**src/rtl/io_mmio.sv**
```systemverilog
// Memory-mapped switch/LED/seven-segment peripheral: combinational reads, writes on the clock edge, always ready (no backpressure).
// IO_HEX_DECODE_EN: SEGk registers hold {blank, hex nibble} and are decoded to gfedcba; otherwise SEGk drives raw segments.
module io_mmio #(
  parameter logic [31:0] BASE_ADDR  = 32'h00001000,
  parameter int          SW_W       = 4,
  parameter int          LED_W      = 4,
  parameter int          NSEG       = 2,
  parameter int          DEB_CYCLES = 4
) (
  input  logic                clk,
  input  logic                reset,
  input  logic                we,
  input  logic [31:0]         a,
  input  logic [31:0]         wd,
  input  logic [2:0]          funct3,
  output logic [31:0]         rd,
  input  logic [SW_W-1:0]     switches,
  output logic [LED_W-1:0]    leds,
  output logic [NSEG*7-1:0]   seg,
  output logic                irq
);

  localparam int CW = $clog2(DEB_CYCLES + 1);
  localparam logic [CW-1:0] CNT_MAX = CW'(DEB_CYCLES - 1);
`ifdef IO_HEX_DECODE_EN
  localparam int SEG_W = 5;
  localparam logic [SEG_W-1:0] SEG_RST = 5'b10000;
`else
  localparam int SEG_W = 7;
  localparam logic [SEG_W-1:0] SEG_RST = '0;
`endif

  logic [31:0]      off;
  logic [29:0]      idx;
  logic             aligned, f3_ok, wr_ok;
  logic             wr_led, wr_edge, wr_irq_en;
  logic [SW_W-1:0]  s1, s2, deb, fire, neq, rise, edge_q, irq_en, edge_clr;
  logic [CW-1:0]    cnt [SW_W];
  logic [LED_W-1:0] led_q;
  logic [SEG_W-1:0] seg_q [NSEG];
  logic             unused_bits;

  assign off       = a - BASE_ADDR;
  assign idx       = off[31:2];
  assign aligned   = (a[1:0] == 2'b00);
  assign f3_ok     = (funct3 == 3'b000) || (funct3 == 3'b001) || (funct3 == 3'b010);
  assign wr_ok     = we && aligned && f3_ok;
  assign wr_led    = wr_ok && (idx == 30'd1);
  assign wr_edge   = wr_ok && (idx == 30'd2);
  assign wr_irq_en = wr_ok && (idx == 30'd3);
  assign edge_clr  = wr_edge ? wd[SW_W-1:0] : '0;

  // A bit flips only after DEB_CYCLES consecutive cycles of disagreement with s2.
  always_comb begin
    neq  = s2 ^ deb;
    fire = '0;
    for (int i = 0; i < SW_W; i++) begin
      fire[i] = neq[i] && (cnt[i] == CNT_MAX);
    end
    rise = fire & s2;
  end

  always_ff @(posedge clk) begin
    if (reset) begin
      s1     <= '0;
      s2     <= '0;
      deb    <= '0;
      led_q  <= '0;
      edge_q <= '0;
      irq_en <= '0;
      for (int i = 0; i < SW_W; i++) cnt[i] <= '0;
      for (int k = 0; k < NSEG; k++) seg_q[k] <= SEG_RST;
    end else begin
      s1  <= switches;
      s2  <= s1;
      deb <= deb ^ fire;
      for (int i = 0; i < SW_W; i++) begin
        if (fire[i])     cnt[i] <= '0;
        else if (neq[i]) cnt[i] <= cnt[i] + 1'b1;
        else             cnt[i] <= '0;
      end
      // OR-ing rise after the clear lets a same-cycle set win.
      edge_q <= (edge_q & ~edge_clr) | rise;
      if (wr_led)    led_q  <= wd[LED_W-1:0];
      if (wr_irq_en) irq_en <= wd[SW_W-1:0];
      for (int k = 0; k < NSEG; k++) begin
        if (wr_ok && (idx == 30'(4 + k))) seg_q[k] <= wd[SEG_W-1:0];
      end
    end
  end

  always_comb begin
    rd = '0;
    if (aligned) begin
      if (idx == 30'd0) rd[SW_W-1:0]  = deb;
      if (idx == 30'd1) rd[LED_W-1:0] = led_q;
      if (idx == 30'd2) rd[SW_W-1:0]  = edge_q;
      if (idx == 30'd3) rd[SW_W-1:0]  = irq_en;
      for (int k = 0; k < NSEG; k++) begin
        if (idx == 30'(4 + k)) rd[SEG_W-1:0] = seg_q[k];
      end
    end
  end

`ifdef IO_HEX_DECODE_EN
  function automatic logic [6:0] hex7(input logic [3:0] h);
    case (h)
      4'h0: hex7 = 7'h3F;  4'h1: hex7 = 7'h06;  4'h2: hex7 = 7'h5B;  4'h3: hex7 = 7'h4F;
      4'h4: hex7 = 7'h66;  4'h5: hex7 = 7'h6D;  4'h6: hex7 = 7'h7D;  4'h7: hex7 = 7'h07;
      4'h8: hex7 = 7'h7F;  4'h9: hex7 = 7'h6F;  4'hA: hex7 = 7'h77;  4'hB: hex7 = 7'h7C;
      4'hC: hex7 = 7'h39;  4'hD: hex7 = 7'h5E;  4'hE: hex7 = 7'h79;  default: hex7 = 7'h71;
    endcase
  endfunction

  for (genvar k = 0; k < NSEG; k++) begin : g_seg
    assign seg[7*k +: 7] = seg_q[k][4] ? 7'd0 : hex7(seg_q[k][3:0]);
  end
`else
  for (genvar k = 0; k < NSEG; k++) begin : g_seg
    assign seg[7*k +: 7] = seg_q[k];
  end
`endif

  assign leds        = led_q;
  assign irq         = |(edge_q & irq_en);
  assign unused_bits = &{1'b0, wd, off[1:0]};

endmodule
```
**config.mk**
```make
export PLATFORM = sky130hd
export DESIGN_NAME = io_mmio
export DESIGN_NICKNAME = d
export VERILOG_FILES = /design/src/rtl/io_mmio.sv
export SDC_FILE = /design/constraint.sdc
export NUM_CORES = 1
export LEC_CHECK = 0
export ABC_AREA = 1
export CAP_MARGIN = 15
export CORE_ASPECT_RATIO = 0.7
export CORE_UTILIZATION = 43
export DETAILED_ROUTE_END_ITERATION = 8
export GPL_TIMING_DRIVEN = 1
export MAX_ROUTING_LAYER = met4
export PLACE_DENSITY = 0.91
export SLEW_MARGIN = 5
export SYNTH_ARGS = -nofsm -noshare
export SYNTH_HDL_FRONTEND = slang
export SYNTH_SLANG_ARGS = --single-unit
```
**constraint.sdc**
```tcl
create_clock -name clk -period 3.3 [get_ports clk]
set_input_delay 0.495 -clock clk [delete_from_list [all_inputs] [get_ports clk]]
set_output_delay 0.495 -clock clk [all_outputs]
set_load 0.05 [all_outputs]
```
==> flow_summary.toml <==
[route]
drtPass1Iterations = 5
drc_errors = 0
ant_nets = 0
finalWirelength_mm = 7.56
avgRoutedWirePerCell_microns = 12.9
drt_iter0_drc = 165
viasPerCell = 4.85
vias = 2840

[synthesis]
syn_area_per_cell_sq_um = 7.64
yosysWarningCount = 0
synth_top_cell_by_area = "edfxtp_1"
synthCells = 392
yosys-top-cells-area = "edfxtp_1 (26%), dfxtp_1 (16%), nand2_1 (8.6%), inv_1 (7.9%), nor2_1 (7.9%)"
yosysUniqueCellTypes = 33
ys.flop_type = "edfxtp_1"
async_flop_share = 0
synth_common_cells = "nand2_1 (69), inv_1 (63), nor2_1 (63)"
synth-seq-cells = 50
yosysMostFrequentCell = "nand2_1"
synth-seq-area-share = 0.421
synth-edff-count = 26
mappedNetlistArea_sq_um = 3000
synth_top_area_share = 0.261

[critical_path]
ff2ff_setup_slack_ns = 1.98
worstPathArrival_ns = 2.72
slowest_delay_ns = 0.45
critPathBufInv = 3
crit_path_end_kind = "output port"
rr_startpoint = "cnt[1][0]$_SDFFCE_PP0P_"
reg2regPathDepth = 5
path_cells = "clkdlybuf4s50_1, nor2_2, nand2_1, o21ai_1, nand3_1, nor2_2, nand2_2, nor2_4, buf_6, o2111ai_1, nand2_1, nand2_1, a21oi_2, buf_12"
crit_slowest_cell = "clkdlybuf4s50_1"
regToRegEndpoint = "cnt[1][1]$_SDFFCE_PP0P_"
required_ns = 2.80
cp_max_fo = 6
crit_family = "simple AND/OR/NAND/NOR gates"
crit_type = "input port to output port"
cp-start-kind = "input port"
critPathMostFrequentCell = "nand2_1"

[sta]
timing.final.crit_share = 0.974
fmax_mhz = 311
tightest_slew_ns = 0.538
slew_headroom = 0.639
clock_skew_ns = 0.00350
final_hold_viol_count = 0
setup_viol = 0
maxSlewViolCount = 0
finalCriticalPeriod_ns = 3.21
hold_ws_ns = 0.406

[power]
total_power_mw = 1.39
ir_worst_vdd_mv = 0.316
power.leakage_nw = 1.84
p_per_area_nw_per_um2 = 334

[cts]
clock-root-buffer = "clkbuf_8"
ctsHoldBuffers = 0
cts_tree = "yes"
path_clk_slew_ns = 0.09
clock-sinks = 50
clk_latency_ns = 0.31
cts_buffers = 5
htree_levels = 2
clockBufferDepth = 2

[min_path]
hp-class = "flip-flop to flip-flop"
min_path_cells = 2
hold-path-endpoint = "s2[1]$_SDFF_PP0_"
min-delay-start = "s1[1]$_SDFF_PP0_"

[floorplanning]
num_io_pins = 125
die_w_microns = 102
die_h_microns = 71.8
initial_core_util = 0.444
rows = 25
core_sq_um = 6760
dieArea_sq_um = 7310

[global_route]
first_global_vias = 2624
overflow = 0
antenna_found_initial = 0
grt_max_degree = 20
grt_pass1_wl_mm = 11.6
grtUsageTotal = 0.211

[placed_design]
dpl.cell_count = 573
place_area_sq_um = 3900
dp_hpwl_mm = 5.82
port_buffers = 74
gp_congestion = 0.930

[run_status]
outcome = "finished clean"

[layout]
fin_util = 0.614
design_area_sq_um = 4150
drive_gt1_frac = 0.146
diodes = 0
nets = 573
syn2layout_area_growth_pct = 38.5
final_cells = 586

[job]
max_cap_viol_count = 0
state kept, by name, summed over array words and instances (netlist names), named ones only:
register,count
cnt,12
edge_q,4
irq_en,4
leds,4
s1,4
s2,4
seg_q,14
tightest hold or removal path, cell delays in order (launching register included):
cell     delay [ns]
dfxtp_1        0.31
inv_1          0.04
nor2_1         0.03
metal layers:
layer / up-vias / global-route usage / routed length, microns
li1: 1393 / - / -
met1: 1302 / 0.255 / 3200
met2: 132 / 0.361 / 3660
met3: 13 / 0.0390 / 572
met4: 0 / 0.0531 / 120
met5: - / - / 0
worst max-delay path by stage:
stage | from | end | slack (ns) | cells past startpoint
after floorplan | a[13] | rd[0] | 0.34 | 12
after global placement | a[19] | rd[0] | 0.06 | 12
after detailed placement | a[14] | rd[6] | 0.02 | 13
after CTS | a[14] | rd[0] | 0.001 | 13
after global routing | a[20] | rd[6] | -0.03 | 12
final | a[20] | rd[0] | 0.09 | 14
where the power goes:
part	total [mW]	internal, mW	switching, mW
Combinational	0.261	0.0878	0.173
Sequential	0.683	0.673	0.0104
Clock	0.441	0.230	0.212
Total	1.39	0.991	0.395
final cells by class:
cell class,count,area [sq um]
Timing Repair Buffer,87,940
Tap cell,94,118
Multi-Input combinational cell,280,1460
Clock inverter,3,47.5
Fill cell,551,2610
Clock buffer,5,68.8
Inverter,67,254
Sequential cell,50,1260
kinds of logic after synthesis:
family | Yosys count | synth area share
simple gates | 186 | 0.286
fa+ha+maj | 8 | 0.0334
compound gates | 49 | 0.100
flops | 50 | 0.421
other cells | 2 | 0.00251
buf+inv | 97 | 0.157
cell usage in the layout, fill, tap and decap left out:
cell type,instances
nand4_1,9
nor2_2,15
nor3_1,2
ha_1,8
nor2_4,6
nand2_2,5
conb_1,37
clkinv_4,1
inv_4,1
nor3_2,1
bufinv_16,1
dfxtp_1,24
o211ai_1,5
nand2_1,68
nor4_2,1
clkbuf_8,5
nand3b_4,1
o2111ai_1,5
a21oi_2,6
nand3_2,2
o21ai_0,10
clkdlybuf4s50_1,56
and3_1,1
buf_12,7
nand3_4,1
inv_2,3
a21oi_1,15
buf_4,12
o211ai_4,1
dlymetal6s2s_1,11
inv_6,1
edfxtp_1,26
o21ai_1,4
or2_2,1
inv_1,63
nand3_1,16
buf_6,1
a211oi_1,3
nor2_1,57
repair_timing:
action                     4_1_cts  5_1_grt
setup endpoints to repair        0        7
resized for setup                0       30
setup buffers                    0        5
hold endpoints to repair         0        0
through the flow:
step,setup slack [ns],setup TNS (ns)
final,0.0872,0
after global routing,-0.0339,-0.177
after CTS,0.00143,0
after detailed placement,0.0206,0
after floorplan,0.338,0
after global placement,0.0620,0
No activity file was read; power rests on OpenSTA's default activity.
